--- config.mk ---
export PLATFORM = sky130hd
export DESIGN_NAME = lemming_world
export DESIGN_NICKNAME = d
export VERILOG_FILES = /design/src/rtl/lemming_world.sv
export SDC_FILE = /design/constraint.sdc
export NUM_CORES = 1
export LEC_CHECK = 0
export CAP_MARGIN = 20
export CELL_PAD_IN_SITES_DETAIL_PLACEMENT = 1
export CELL_PAD_IN_SITES_GLOBAL_PLACEMENT = 1
export CORE_ASPECT_RATIO = 1.5
export CORE_MARGIN = 2
export CORE_UTILIZATION = 50
export DETAILED_ROUTE_END_ITERATION = 10
export GPL_TIMING_DRIVEN = 0
export PLACE_DENSITY_LB_ADDON = 0.3
export SLEW_MARGIN = 20
export SYNTH_ARGS = -nofsm -noshare
export SYNTH_HDL_FRONTEND = slang
export SYNTH_SLANG_ARGS = --single-unit
export TNS_END_PERCENT = 50
--- constraint.sdc ---
create_clock -name clk -period 10.15 [get_ports clk]
set_input_delay 2.03 -clock clk [delete_from_list [all_inputs] [get_ports clk]]
set_output_delay 2.03 -clock clk [all_outputs]
set_load 0.01 [all_outputs]
--- src/rtl/lemming_world.sv ---
// Grid world for a single lemming: stores a solid/air map, moves the lemming
// according to its one-hot activity inputs and produces its sensor inputs.
module lemming_world #(
  parameter int unsigned COLS       = 16,
  parameter int unsigned ROWS       = 8,
  parameter int unsigned DIG_CYCLES = 4,
  parameter int unsigned START_COL  = 8
) (
  input  logic                    clk,
  input  logic                    areset,
  input  logic                    step,
  input  logic                    walk_left,
  input  logic                    walk_right,
  input  logic                    aaah,
  input  logic                    digging,
  input  logic                    cfg_we,
  input  logic [$clog2(ROWS)-1:0] cfg_row,
  input  logic [$clog2(COLS)-1:0] cfg_col,
  input  logic                    cfg_solid,
  output logic                    ground,
  output logic                    bump_left,
  output logic                    bump_right,
  output logic [$clog2(ROWS)-1:0] lem_row,
  output logic [$clog2(COLS)-1:0] lem_col,
  output logic [4:0]              fall_len,
  output logic                    err
);

  localparam int unsigned RW = $clog2(ROWS);
  localparam int unsigned CW = $clog2(COLS);
  localparam int unsigned DW = (DIG_CYCLES > 1) ? $clog2(DIG_CYCLES) : 1;

  logic [COLS-1:0] solid [ROWS];
  logic [DW-1:0]   dig_cnt;

  logic          at_bottom, at_left, at_right;
  logic [RW-1:0] row_dn;
  logic [CW-1:0] col_l, col_r;
  logic          do_fall, do_dig, dig_last, do_left, do_right;
  logic          multi_act, cfg_hit;

  // Neighbour indices are clamped at the edges so the grid is never indexed
  // out of range; the edge flags override the clamped lookup.
  always_comb begin
    at_bottom  = (32'(lem_row) == ROWS - 1);
    at_left    = (lem_col == '0);
    at_right   = (32'(lem_col) == COLS - 1);
    row_dn     = at_bottom ? lem_row : lem_row + RW'(1);
    col_l      = at_left   ? lem_col : lem_col - CW'(1);
    col_r      = at_right  ? lem_col : lem_col + CW'(1);
    ground     = at_bottom | solid[row_dn][lem_col];
    bump_left  = at_left   | solid[lem_row][col_l];
    bump_right = at_right  | solid[lem_row][col_r];
  end

  always_comb begin
    do_fall   = aaah & ~ground;
    do_dig    = ~aaah & digging & ground & ~at_bottom;
    dig_last  = do_dig & (32'(dig_cnt) == DIG_CYCLES - 1);
    do_left   = ~aaah & ~digging & walk_left & ground & ~bump_left;
    do_right  = ~aaah & ~digging & ~walk_left & walk_right & ground & ~bump_right;
    multi_act = (aaah & digging) | (aaah & walk_left) | (aaah & walk_right) |
                (digging & walk_left) | (digging & walk_right) |
                (walk_left & walk_right);
    cfg_hit   = cfg_we & (32'(cfg_row) < ROWS) & (32'(cfg_col) < COLS);
  end

  // The cfg write is issued after the dig-clear so it wins on the same cell.
  always_ff @(posedge clk or posedge areset) begin
    if (areset) begin
      for (int unsigned r = 0; r < ROWS; r++) solid[r] <= '0;
    end else begin
      if (step && dig_last) solid[row_dn][lem_col] <= 1'b0;
      if (cfg_hit) solid[cfg_row][cfg_col] <= cfg_solid;
    end
  end

  always_ff @(posedge clk or posedge areset) begin
    if (areset) begin
      lem_row  <= '0;
      lem_col  <= CW'(START_COL);
      dig_cnt  <= '0;
      fall_len <= '0;
      err      <= 1'b0;
    end else if (step) begin
      if (multi_act) err <= 1'b1;
      if (do_fall) lem_row <= row_dn;
      if (do_left) lem_col <= col_l;
      else if (do_right) lem_col <= col_r;
      if (!aaah) fall_len <= '0;
      else if (do_fall && fall_len != 5'd31) fall_len <= fall_len + 5'd1;
      if (!do_dig || dig_last) dig_cnt <= '0;
      else dig_cnt <= dig_cnt + DW'(1);
    end
  end

endmodule

==> reports/metrics.cfg <==
[critical_path]
crit_arrival_ps=6100
cp-start-kind=flop
critPathRequiredTime_ps=8120
end_kind=primary output
crit_type=reg -> out
path_max_fanout=11
r2r_setup_slack_ps=4400

[synthesis]
synth_warnings=0
synth_area_um2=10600
synth_top_area_share_pct=33.6
syn-num-nets=1229
synth_xor_area_share_pct=0.579
yosysUniqueCellTypes=89
avgSynthCellArea_um2=8.79
ys_ff_latch=143
synth_ff_type=dfrtp_1
ys_async_sr_fraction_pct=100
synth-edff-count=0
synthTopCellsByCount=156 x nand2_1, 142 x dfrtp_1, 123 x o21ai_0
seq_area_frac_synth_pct=33.8
yosysMostFrequentCell=nand2_1
synthCells=1204
synth_top_family_by_area=compound AO/OA/AOI/OAI gates
synth_top_area_cell=dfrtp_1
synth-compound-area-share_pct=25.3
yosys.area_share.simple_pct=19.4
synth_mux_area_share_pct=13.7
synthTopCellsByArea=dfrtp_1 34%, mux2i_1 6.3%, o21ai_0 5.8%, nand2_1 5.5%, o41ai_1 5.4%
synthAdderAreaFrac_pct=1.16

[sta]
max_slew_margin_pct=19.9
period_minus_slack_ps=8130
fmax_mhz=123
finalSetupTns_ps=0
fin_crit_sh_pct=80.1
setup-violations-final=0
holdWs_ps=497
slew_viol_final=0
grt_setup_unrepaired=no
tightest_slew_ps=1200
fin_skew_ps=6.55
report.final.hold_viol_count=0

[place]
dp_cells=1499
dp.final_hpwl_um=39900
place_congestion=1.04
io_buffers=26

[route]
firstDrtPassIters=6
final_antenna_net_count=0
via_count=11800
drtIter0Drc=1331
drc=0
wl_um=54500
wire_per_inst_um=35.6
viasPerCell=7.73

[floorplanning]
dieWidth_um=123
die_y_um=182
initial_utilization_pct=50.6
pin_count=32
rows=65
core_um2=20900
fp.dieArea_um2=22400

[grt]
grt_antenna_before_repair=1
grt_max_degree=91
grt_pass1_wl_um=79600
grt_pass1_vias=12100
grt.total_usage_pct=50.0
gr-total-overflow=0

[cts]
cts-root-buf=clkbuf_16
cts_buffers=17
tritoncts=yes
cts_hold_buf=0
post_cts_resized=0
htreeDepth=4
path_clk_slew_ps=60
insertion_delay_ps=450
cts_setup_buffers=0
clk_path_buf_depth=2
cts_sinks=143

[outcome]
status=finished clean

[layout]
register_area_um2=3580
fillers=2491
final_nets=1275
multi_input_area_um2=6380
drive_gt1_share_pct=10.2
final_cells=1532
area_growth_pct=11.5
post-route-util_pct=56.5

[min_path]
hp-class=reg -> reg

[power]
ir_drop_mv=0.198
leakagePower_uw=0.00450
power_density_nw_per_um2=279
finalPower_uw=3300

[job]
drv_cap=0

logic make-up (layout without fill, tap and decap cells):
logic type / Yosys count / after routing
muxes: 110 / 110
and+or+nand+nor: 429 / 429
xor gates and xnor gates: 7 / 7
DFF: 143 / 143
buffers and inverters: 123 / 182
AOI/OAI and AO/OA: 382 / 382
other: 0 / 1
adders and majority gates: 10 / 10
through the flow:
step	setup slack, ps	area (um2)
3_3_place_gp	1920	11200
2_1_floorplan	4280	10600
6_report	2020	11800
4_1_cts	2650	11800
5_1_grt	1980	11800
3_5_place_dp	3130	11200
final cells by class:
cell class / count / area share (%)
multi-input cells: 938 / 54.0
clock inverters: 6 / 0.699
inverters: 14 / 0.509
well taps: 268 / 2.84
flip-flops and latches: 143 / 30.3
diodes: 1 / 0.0212
clock buffers: 26 / 4.23
plain buffers: 109 / 4.92
repair buffers: 27 / 2.44
metal layers:
layer / wire [um] / track usage, %
met5: 0 / 0
met4: 6050 / 44.6
met3: 5600 / 13.8
met2: 24500 / 76.5
met1: 18400 / 55.8
critical path, stage by stage (launching register included):
cell and delay, ps:
dfrtp_1 410, clkbuf_1 610, clkinv_1 760, ha_1 450
or3b_2 190, clkbuf_1 680, xnor2_1 270, o32ai_1 380
o32ai_1 160, a2111oi_1 650, a22oi_1 380, a21o_1 240
clkdlybuf4s50_1 480
power breakdown:
group	total [uW]	switching [uW]	internal (uW)	leakage, uW
sequential	696	68.6	627	0.00193
clock	654	267	387	0.000284
combinational	1950	1400	542	0.00229
total	3300	1740	1560	0.00450
path summary, 6_finish.rpt:
path	endpoint	cells after the start	from
min reg2reg	err	1	err
min in group asynchronous	fall_len[1]	2	areset
max	bump_left	12	lem_col[1]
min	err	1	err
max in group asynchronous	solid[80]	3	areset
max reg2reg	lem_col[3]	13	lem_col[1]
flip-flops by register name, indices dropped and copies added (netlist names):
| register | flops |
|---|---|
| dig_cnt | 2 |
| err | 1 |
| fall_len | 5 |
| lem_col | 4 |
| lem_row | 3 |
| solid | 128 |
layout by cell type, fill, tap and decap left out, types with 11 or more instances in the layout:
cell / Yosys / layout
a21oi_1: 16 / 16
a22oi_1: 14 / 14
buf_2: 21 / 21
buf_6: 11 / 11
clkbuf_1: 65 / 70
clkbuf_16: 0 / 17
clkdlybuf4s50_1: 0 / 26
dfrtp_1: 142 / 142
mux2_2: 17 / 17
mux2i_1: 67 / 67
mux4_2: 17 / 17
nand2_1: 156 / 156
nand3_1: 46 / 46
nand4_1: 14 / 14
nor2_1: 95 / 95
nor3_1: 44 / 44
o21ai_0: 123 / 123
o22ai_1: 51 / 51
o311ai_0: 31 / 31
o41ai_1: 65 / 65
No activity file was read; power rests on OpenSTA's default activity.
